<file path="config.mk">
export PLATFORM = sky130hd
export DESIGN_NAME = mem_ctrl_flat
export DESIGN_NICKNAME = d
export VERILOG_FILES = /design/src/rtl/mem_ctrl_if.sv /design/src/rtl/mem_ctrl.sv /design/src/flat_wrapper.sv
export SDC_FILE = /design/constraint.sdc
export NUM_CORES = 1
export LEC_CHECK = 0
export CORE_MARGIN = 1
export CORE_UTILIZATION = 41
export DETAILED_ROUTE_END_ITERATION = 7
export PLACE_DENSITY = 0.76
export SYNTH_ARGS = -nofsm -noshare
export SYNTH_HDL_FRONTEND = slang
export SYNTH_SLANG_ARGS = --single-unit
</file>
<file path="constraint.sdc">
create_clock -name clk -period 2.52 [get_ports clk]
set_input_delay 0.63 -clock clk [delete_from_list [all_inputs] [get_ports clk]]
set_output_delay 0.63 -clock clk [all_outputs]
set_load 0.005 [all_outputs]
</file>
<file path="src/rtl/mem_ctrl_if.sv">
// Bus bundle between the core load/store path, mem_ctrl and the block RAM.
// A request transfers on a rising edge where req_valid && req_ready; rsp_valid is a one-cycle pulse with no back-pressure.
interface mem_ctrl_if #(
  parameter int ADDR_WIDTH = 13,
  parameter int XLEN       = 32
);
  logic                  req_valid;
  logic                  req_ready;
  logic                  req_we;
  logic [XLEN-1:0]       req_addr;
  logic [1:0]            req_size;
  logic                  req_unsigned;
  logic [XLEN-1:0]       req_wdata;
  logic                  rsp_valid;
  logic [XLEN-1:0]       rsp_rdata;
  logic                  rsp_err;
  logic                  mem_rd_n;
  logic [3:0]            mem_we;
  logic [ADDR_WIDTH-1:0] mem_addr;
  logic [XLEN-1:0]       mem_wdata;
  logic [XLEN-1:0]       mem_rdata;

  modport slave (
    input  req_valid, req_we, req_addr, req_size, req_unsigned, req_wdata, mem_rdata,
    output req_ready, rsp_valid, rsp_rdata, rsp_err, mem_rd_n, mem_we, mem_addr, mem_wdata
  );

  modport master (
    output req_valid, req_we, req_addr, req_size, req_unsigned, req_wdata, mem_rdata,
    input  req_ready, rsp_valid, rsp_rdata, rsp_err, mem_rd_n, mem_we, mem_addr, mem_wdata
  );
endinterface

</file>
<file path="src/rtl/mem_ctrl.sv">
// Single-outstanding load/store controller for a byte-enabled single-port RAM
// with a one-cycle registered read port; checks alignment/range and extends load data.
module mem_ctrl #(
  parameter int ADDR_WIDTH = 13,
  parameter int XLEN       = 32
) (
  input  logic       clk,
  input  logic       rst_n,
  mem_ctrl_if.slave  bus,
  output logic [1:0] dbg_state_o
);
  typedef enum logic [1:0] {
    IDLE    = 2'd0,
    ISSUE   = 2'd1,
    CAPTURE = 2'd2,
    RESP    = 2'd3
  } state_e;

  state_e                state_q, state_d;
  logic                  we_q;
  logic [1:0]            off_q;
  logic [1:0]            size_q;
  logic                  uns_q;
  logic [3:0]            lanes_q;
  logic [ADDR_WIDTH-1:0] mem_addr_q;
  logic [XLEN-1:0]       mem_wdata_q;
  logic [XLEN-1:0]       rsp_rdata_q, rsp_rdata_d;
  logic                  rsp_err_q, rsp_err_d;

  logic                  accept;
  logic [1:0]            off_a;
  logic                  req_err;
  logic [3:0]            lanes_a;
  logic [XLEN-1:0]       wdata_a;
  logic [XLEN-1:0]       rdata_shift;
  logic [XLEN-1:0]       load_ext;

  assign accept = bus.req_valid && (state_q == IDLE);
  assign off_a  = bus.req_addr[1:0];

  always_comb begin
    req_err = 1'b0;
    lanes_a = 4'b1111;
    wdata_a = bus.req_wdata;
    case (bus.req_size)
      2'b00: begin
        lanes_a = 4'b0001 << off_a;
        wdata_a = {(XLEN/8){bus.req_wdata[7:0]}};
      end
      2'b01: begin
        req_err = off_a[0];
        lanes_a = 4'b0011 << off_a;
        wdata_a = {(XLEN/16){bus.req_wdata[15:0]}};
      end
      2'b10:   req_err = (off_a != 2'b00);
      default: req_err = 1'b1;
    endcase
    // Anything above the RAM's byte span is out of range.
    if ((bus.req_addr >> (ADDR_WIDTH + 2)) != '0) req_err = 1'b1;
  end

  assign rdata_shift = bus.mem_rdata >> {off_q, 3'b000};

  always_comb begin
    load_ext = bus.mem_rdata;
    case (size_q)
      2'b00: load_ext = uns_q ? {{(XLEN-8){1'b0}}, rdata_shift[7:0]}
                              : {{(XLEN-8){rdata_shift[7]}}, rdata_shift[7:0]};
      2'b01: load_ext = uns_q ? {{(XLEN-16){1'b0}}, rdata_shift[15:0]}
                              : {{(XLEN-16){rdata_shift[15]}}, rdata_shift[15:0]};
      default: load_ext = bus.mem_rdata;
    endcase
  end

  always_comb begin
    state_d     = state_q;
    rsp_rdata_d = rsp_rdata_q;
    rsp_err_d   = rsp_err_q;
    case (state_q)
      IDLE: begin
        if (accept) begin
          if (req_err) begin
            state_d     = RESP;
            rsp_rdata_d = '0;
            rsp_err_d   = 1'b1;
          end else begin
            state_d = ISSUE;
          end
        end
      end
      ISSUE: begin
        if (we_q) begin
          state_d     = RESP;
          rsp_rdata_d = '0;
          rsp_err_d   = 1'b0;
        end else begin
          state_d = CAPTURE;
        end
      end
      CAPTURE: begin
        state_d     = RESP;
        rsp_rdata_d = load_ext;
        rsp_err_d   = 1'b0;
      end
      RESP:    state_d = IDLE;
      default: state_d = IDLE;
    endcase
  end

  always_ff @(posedge clk or negedge rst_n) begin
    if (!rst_n) begin
      state_q     <= IDLE;
      we_q        <= 1'b0;
      off_q       <= 2'b00;
      size_q      <= 2'b00;
      uns_q       <= 1'b0;
      lanes_q     <= 4'b0000;
      mem_addr_q  <= '0;
      mem_wdata_q <= '0;
      rsp_rdata_q <= '0;
      rsp_err_q   <= 1'b0;
    end else begin
      state_q     <= state_d;
      rsp_rdata_q <= rsp_rdata_d;
      rsp_err_q   <= rsp_err_d;
      if (accept) begin
        we_q        <= bus.req_we;
        off_q       <= off_a;
        size_q      <= bus.req_size;
        uns_q       <= bus.req_unsigned;
        lanes_q     <= lanes_a;
        mem_addr_q  <= bus.req_addr[ADDR_WIDTH+1:2];
        mem_wdata_q <= wdata_a;
      end
    end
  end

  // Strobes decode straight from state_q so an async reset drops them at once.
  assign bus.req_ready = (state_q == IDLE);
  assign bus.rsp_valid = (state_q == RESP);
  assign bus.rsp_rdata = rsp_rdata_q;
  assign bus.rsp_err   = rsp_err_q;
  assign bus.mem_rd_n  = !((state_q == ISSUE) && !we_q);
  assign bus.mem_we    = ((state_q == ISSUE) && we_q) ? lanes_q : 4'b0000;
  assign bus.mem_addr  = mem_addr_q;
  assign bus.mem_wdata = mem_wdata_q;
  assign dbg_state_o   = state_q;
endmodule

</file>
<file path="src/flat_wrapper.sv">
// flat-port wrapper written by rule: the top's interface ports become plain ports
module mem_ctrl_flat 
#(
  parameter int ADDR_WIDTH = 13,
  parameter int XLEN       = 32
)
  (clk, rst_n, dbg_state_o, bus_req_valid, bus_req_we, bus_req_addr, bus_req_size, bus_req_unsigned, bus_req_wdata, bus_mem_rdata, bus_req_ready, bus_rsp_valid, bus_rsp_rdata, bus_rsp_err, bus_mem_rd_n, bus_mem_we, bus_mem_addr, bus_mem_wdata);
  mem_ctrl_if #(.ADDR_WIDTH(ADDR_WIDTH), .XLEN(XLEN)) bus_i ();
  input  logic clk;
  input  logic rst_n;
  output logic [1:0] dbg_state_o;
  input wire logic [$bits(bus_i.req_valid)-1:0] bus_req_valid;
  input wire logic [$bits(bus_i.req_we)-1:0] bus_req_we;
  input wire logic [$bits(bus_i.req_addr)-1:0] bus_req_addr;
  input wire logic [$bits(bus_i.req_size)-1:0] bus_req_size;
  input wire logic [$bits(bus_i.req_unsigned)-1:0] bus_req_unsigned;
  input wire logic [$bits(bus_i.req_wdata)-1:0] bus_req_wdata;
  input wire logic [$bits(bus_i.mem_rdata)-1:0] bus_mem_rdata;
  output wire logic [$bits(bus_i.req_ready)-1:0] bus_req_ready;
  output wire logic [$bits(bus_i.rsp_valid)-1:0] bus_rsp_valid;
  output wire logic [$bits(bus_i.rsp_rdata)-1:0] bus_rsp_rdata;
  output wire logic [$bits(bus_i.rsp_err)-1:0] bus_rsp_err;
  output wire logic [$bits(bus_i.mem_rd_n)-1:0] bus_mem_rd_n;
  output wire logic [$bits(bus_i.mem_we)-1:0] bus_mem_we;
  output wire logic [$bits(bus_i.mem_addr)-1:0] bus_mem_addr;
  output wire logic [$bits(bus_i.mem_wdata)-1:0] bus_mem_wdata;
  assign bus_i.req_valid = bus_req_valid;
  assign bus_i.req_we = bus_req_we;
  assign bus_i.req_addr = bus_req_addr;
  assign bus_i.req_size = bus_req_size;
  assign bus_i.req_unsigned = bus_req_unsigned;
  assign bus_i.req_wdata = bus_req_wdata;
  assign bus_i.mem_rdata = bus_mem_rdata;
  assign bus_req_ready = bus_i.req_ready;
  assign bus_rsp_valid = bus_i.rsp_valid;
  assign bus_rsp_rdata = bus_i.rsp_rdata;
  assign bus_rsp_err = bus_i.rsp_err;
  assign bus_mem_rd_n = bus_i.mem_rd_n;
  assign bus_mem_we = bus_i.mem_we;
  assign bus_mem_addr = bus_i.mem_addr;
  assign bus_mem_wdata = bus_i.mem_wdata;
  mem_ctrl #(.ADDR_WIDTH(ADDR_WIDTH), .XLEN(XLEN)) u_core (.clk(clk), .rst_n(rst_n), .bus(bus_i), .dbg_state_o(dbg_state_o));
endmodule
</file>
; ---- Yosys cells after proc, flatten, opt, wreduce, memory -nomap -nowiden
; Index checks and enable logic that the tools add are counted.
[totals]
out_inout_bits = 87
rom_bits = 0
reg_bits = 90
mem_bits_rw = 0
mem_count = 0
elab_cells = 54
latch_bits = 0
in_bits = 103
[classes]
n_shift = 3
addsub = 0
n_reduce_logical = 12
eq_ne = 9
n_bitwise = 0
multipliers = 0
order_cmp = 0
div_mod_pow = 0
muxes = 20
[op_table]
columns = op, count
row1 = $mux 32, 5
row2 = $pmux 32 s2, 2
row3 = $pmux 32 s3, 1
row4 = $reduce_bool 32->1, 1
row5 = $shr 32x5->16, 1
row6 = $pmux 2 s4, 1
row7 = $pmux 4 s2, 1
row8 = $eq 2x1->1 const B, 3
row9 = $eq 2x2->1 const B, 3
row10 = $logic_not 2->1, 3
row11 = $ne 2x1->1 const B, 3
row12 = $pmux 1 s3, 2
row13 = $mux 1, 5
row14 = $mux 2, 2
row15 = $mux 4, 1
row16 = $reduce_and 4->1, 1
row17 = $shl 1x2->4 const A, 1
row18 = $shl 2x2->4 const A, 1
row19 = $logic_and 1x1->1, 3
row20 = $reduce_bool 3->1, 1
row21 = $logic_not 1->1, 2
row22 = $reduce_bool 2->1, 1

; ---- Longest topological paths before layout
[logic_depth]
ltp_word = 6
mapped_depth = 9
mapped_depth_nobuf = 6

; ---- Worst setup path before layout
; No wires, ideal clock.
[synth_timing]
path_kind = reg2reg
startpoint = reg u_core.state_q[0], in the netlist u_core.dbg_state_o[0]
endpoint = reg u_core.rsp_rdata_q[21], in the netlist u_core.bus.rsp_rdata[21]
stages_incl_launch_ff = 10
slack_ps = 447
synth_period_minus_slack_ps = 2073
t_required_ps = 2398
setup_ps = 122
arrival_time_ps = 1951
path_buffers = 3
path_cell_list = dfrtp_1 > inv_1 > ha_1 > buf_4 > nor4b_4 > o2111ai_2 > or2_1 > buf_6 > buf_6 > a32o_1
[synth_via]
elab_chain_len = 4
word_cells_on_any_way = 10
cone_classes = eq/ne: 5 / mux: 1 / reduce/logical: 4
[synth_lines]
columns = item, line
row1 = start: declaration, mem_ctrl.sv:19  ; state_e state_q, state_d;
row2 = start signal: assignment, mem_ctrl.sv:123  ; state_q <= state_d;
row3 = $logic_not 2->1 (*), -
row4 = via bus_req_ready, flat_wrapper.sv:19  ; output wire logic [$bits(bus_i.req_ready)-1:0] bus_req_ready;
row5 = $logic_and 1x1->1, mem_ctrl.sv:38  ; assign accept = bus.req_valid && (state_q == IDLE);
row6 = $ne 2x1->1 (no source line), -
row7 = $reduce_and 4->1 (no source line), -
row8 = end signal: assignment, mem_ctrl.sv:124  ; rsp_rdata_q <= rsp_rdata_d;
row9 = end: declaration, mem_ctrl.sv:27  ; logic [XLEN-1:0] rsp_rdata_q, rsp_rdata_d;
; The timed path passes the listed nets; every way through them passes the cells marked *.
; A chain may end at the register's enable or synchronous reset.

; ---- Worst setup path in the final report
[layout_timing]
startpoint = reg u_core.state_q[1], in the netlist u_core.dbg_state_o[1]
endpoint = out bus_mem_we[2]
[layout_via]
elab_chain_len = 3
[layout_lines]
columns = item, line
row1 = $eq 2x1->1, mem_ctrl.sv:144  ; assign bus.mem_we = ((state_q == ISSUE) && we_q) ? lanes_q : 4'b0000;
row2 = $logic_and 1x1->1, mem_ctrl.sv:144
row3 = $mux 4, mem_ctrl.sv:144
row4 = end: declaration, flat_wrapper.sv:24  ; output wire logic [$bits(bus_i.mem_we)-1:0] bus_mem_we;
; Every way passes these cells.

==> metrics.cfg <==
[route]
via_per_inst = 5.50
drt_iter0_drc = 187
dr.pass1.iters = 6
drc_errors = 0
num_vias = 4293
wl_per_cell_um = 17.7
wl_mm = 13.8
postRouteAntennaNets = 0

[synth]
synth-async-reset-ratio = 1.00
ys_types = 46
yosys_warnings = 0
synth-seq-cells = 90
synth_ff_type = dfrtp_1
synthCells = 447
syn_area_per_cell_um2 = 10.7
synth_nets = 554
syn-cell-area_um2 = 4780
ys_seq_area_frac = 0.471
synth_enable_flop_cells = 0

[critical_path]
arrival_ns = 1.82
cp_cell_sequence = inv_1, ha_4, and3_1, clkdlybuf4s50_1
r2r-start = u_core.dbg_state_o[1]
cp.required_ns = 1.89
cpPeakStageDelay_ns = 0.52
worstSetupStartpointType = flip-flop
critPathSlowestCell = clkdlybuf4s50_1
end_kind = output pin
r2r_cells = 7
r2r_end = u_core.bus.rsp_rdata[22]
cp_max_fo = 7
ff2ff_setup_slack_ns = 0.48
crit_type = reg2out

[global_route]
overflow = 0
grt_pass1_wl_mm = 21.9
antenna_found_initial = 0
grt_pass1_vias = 4476
grtUsageTotal = 0.237
grt_max_degree = 68

[layout]
final_nets = 741
ff_latch_area_um2 = 2250
final_area_um2 = 7200
layout_common_cells = clkdlybuf4s50_1 (188), dfrtp_1 (90), mux2i_1 (42)
area_growth_syn_to_layout_pct = 50.5
antennaDiodeCount = 0
fin_util = 0.633
final_common_cell = clkdlybuf4s50_1
fillers = 966
layout-drive-gt1-share = 0.125
multi_input_area_um2 = 2290

[power_and_ir_drop]
comb_power_share = 0.521
power_frac_seq = 0.311
leakage_nw = 3.18
powerDensity_nw_per_um2 = 1130
pwr-share-clk = 0.168
ir_worst_vdd_mv = 0.534
sw_frac_of_total = 0.350
p_switching_w = 0.00285
internal_power_w = 0.00529

[min_path]
hp-class = in2async

[die]
initial_utilization = 0.421
core_um2 = 11400
row_count = 39
fp.dieH_um = 110
die_x_um = 110
io_pins = 190
dieArea_um2 = 12100

[timing]
fin_worst_skew_ns = 0.00632
hold_violations = 0
drv_slew = 0
setup_viol = 0
relSlewSlack = 0.586
period_share = 0.974
worst_pin_slew_ns = 0.618
fmax_ghz = 0.408
finalCriticalPeriod_ns = 2.45
tns_ns = 0

[placement]
io_buffers = 189
globalplace.congestion = 0.901
place_area_um2 = 6880
dp_hpwl_mm = 10.2

[clock_tree]
clk_transition_reported_paths_ns = 0.06
numCtsBuffers = 9
ctsHtreeMaxLevel = 3
root_buffer = clkbuf_16
clk_path_buf_depth = 2
cts_sinks = 90
clk_latency_ns = 0.34
cts_tree = done

[flow_run]
drv_cap = 0

[status]
status = completed

[logic make-up (layout without fill, tap and decap cells)]
logic type               after synthesis  after routing  share of synthesized area
AO/OA/AOI/OAI                        130            130                      0.206
adder cells (fa/ha/maj)                4              4                     0.0105
flip-flops                            90             90                      0.471
buffers and inverters                 55            246                     0.0542
multiplexers                          71             71                      0.157
AND/OR/NAND/NOR                       97             97                      0.101
[sequential cells by signal (all words and copies together), names as in the netlist]
signal,count
u_core.bus.mem_wdata,32
u_core.size_q,2
u_core.uns_q,1
u_core.bus.mem_addr,13
u_core.dbg_state_o,2
u_core.bus.rsp_err,1
u_core.bus.rsp_rdata,32
u_core.lanes_q,4
u_core.off_q,2
u_core.we_q,1
[worst max-delay path, delay by kind of cell (launching register included)]
kind	cells	cell delay, ns
adder cells (fa/ha/maj)	1	0.20
buffers and inverters	2	0.67
flip-flops	1	0.45
AND/OR/NAND/NOR	1	0.16
[power groups by stage]
stage | sequential, W | clock [W] | combinational (W)
2_1_floorplan | 0.00250 | 0 | 0.00224
3_3_place_gp | 0.00252 | 0 | 0.00411
3_5_place_dp | 0.00255 | 0 | 0.00422
4_1_cts | 0.00254 | 0.00140 | 0.00424
5_1_grt | 0.00262 | 0.00147 | 0.00462
6_report | 0.00254 | 0.00137 | 0.00425
[Yosys cell counts, types with 2 or more instances]
master / n / area (µm²)
or3_1: 2 / 12.5
o21ai_0: 32 / 160
o211a_1: 17 / 170
buf_4: 3 / 22.5
inv_1: 15 / 56.3
and3_1: 4 / 25.0
a21oi_1: 24 / 120
buf_1: 2 / 7.51
clkbuf_1: 20 / 75.1
nand2b_1: 9 / 56.3
dfrtp_1: 90 / 2250
o2bb2ai_1: 7 / 61.3
o221ai_1: 17 / 149
buf_6: 4 / 45.0
nor4_1: 3 / 18.8
mux2_2: 28 / 315
a211oi_1: 2 / 15.0
nor2b_1: 9 / 56.3
a2bb2oi_1: 7 / 61.3
buf_2: 9 / 45.0
mux2i_1: 42 / 420
nor2_1: 20 / 75.1
nand2_1: 39 / 146
ha_1: 4 / 50.1
a32o_1: 17 / 170
[worst max path at each step]
stage / end / from
floorplan: u_core.bus.rsp_rdata[21] / u_core.dbg_state_o[0]
global placement: u_core.bus.rsp_rdata[26] / bus_req_addr[16]
detailed placement: u_core.bus.rsp_rdata[22] / bus_req_addr[26]
CTS: bus_mem_we[2] / u_core.dbg_state_o[1]
global route: bus_req_ready / u_core.dbg_state_o[1]
finish: bus_mem_we[2] / u_core.dbg_state_o[1]
[per-stage QoR]
step / total power [W] / cells / setup WS, ns / hold WS [ns]
final: 0.00815 / 781 / 0.0663 / 0.239
after CTS: 0.00818 / 781 / 0.0128 / 0.257
after global placement: 0.00662 / 766 / 0.0943 / 0.458
after global routing: 0.00871 / 781 / -0.00634 / 0.273
after detailed placement: 0.00677 / 766 / 0.0130 / 0.476
after floorplan: 0.00474 / 447 / 0.447 / 0.334
[routing by layer]
metal,global-route usage,part of all wire
met1,0.284,0.40
met4,0.0962,0.024
met2,0.397,0.49
met3,0.0705,0.087
met5,0,0
[repair_timing]
item | 4_1_cts | 5_1_grt
hold buffers | 0 | 0
gates resized for setup | 1 | 1
endpoints found under the setup margin | 4 | 4
buffers inserted | 0 | 0
[layout make-up]
cell class | instances | share of cell area
Multi-Input combinational cell | 302 | 0.318
Sequential cell | 90 | 0.313
Timing Repair Buffer | 214 | 0.294
Clock buffer | 11 | 0.0351
Tap cell | 143 | 0.0249
Inverter | 17 | 0.00887
Clock inverter | 4 | 0.00678
(Power assumes the default switching activity.)
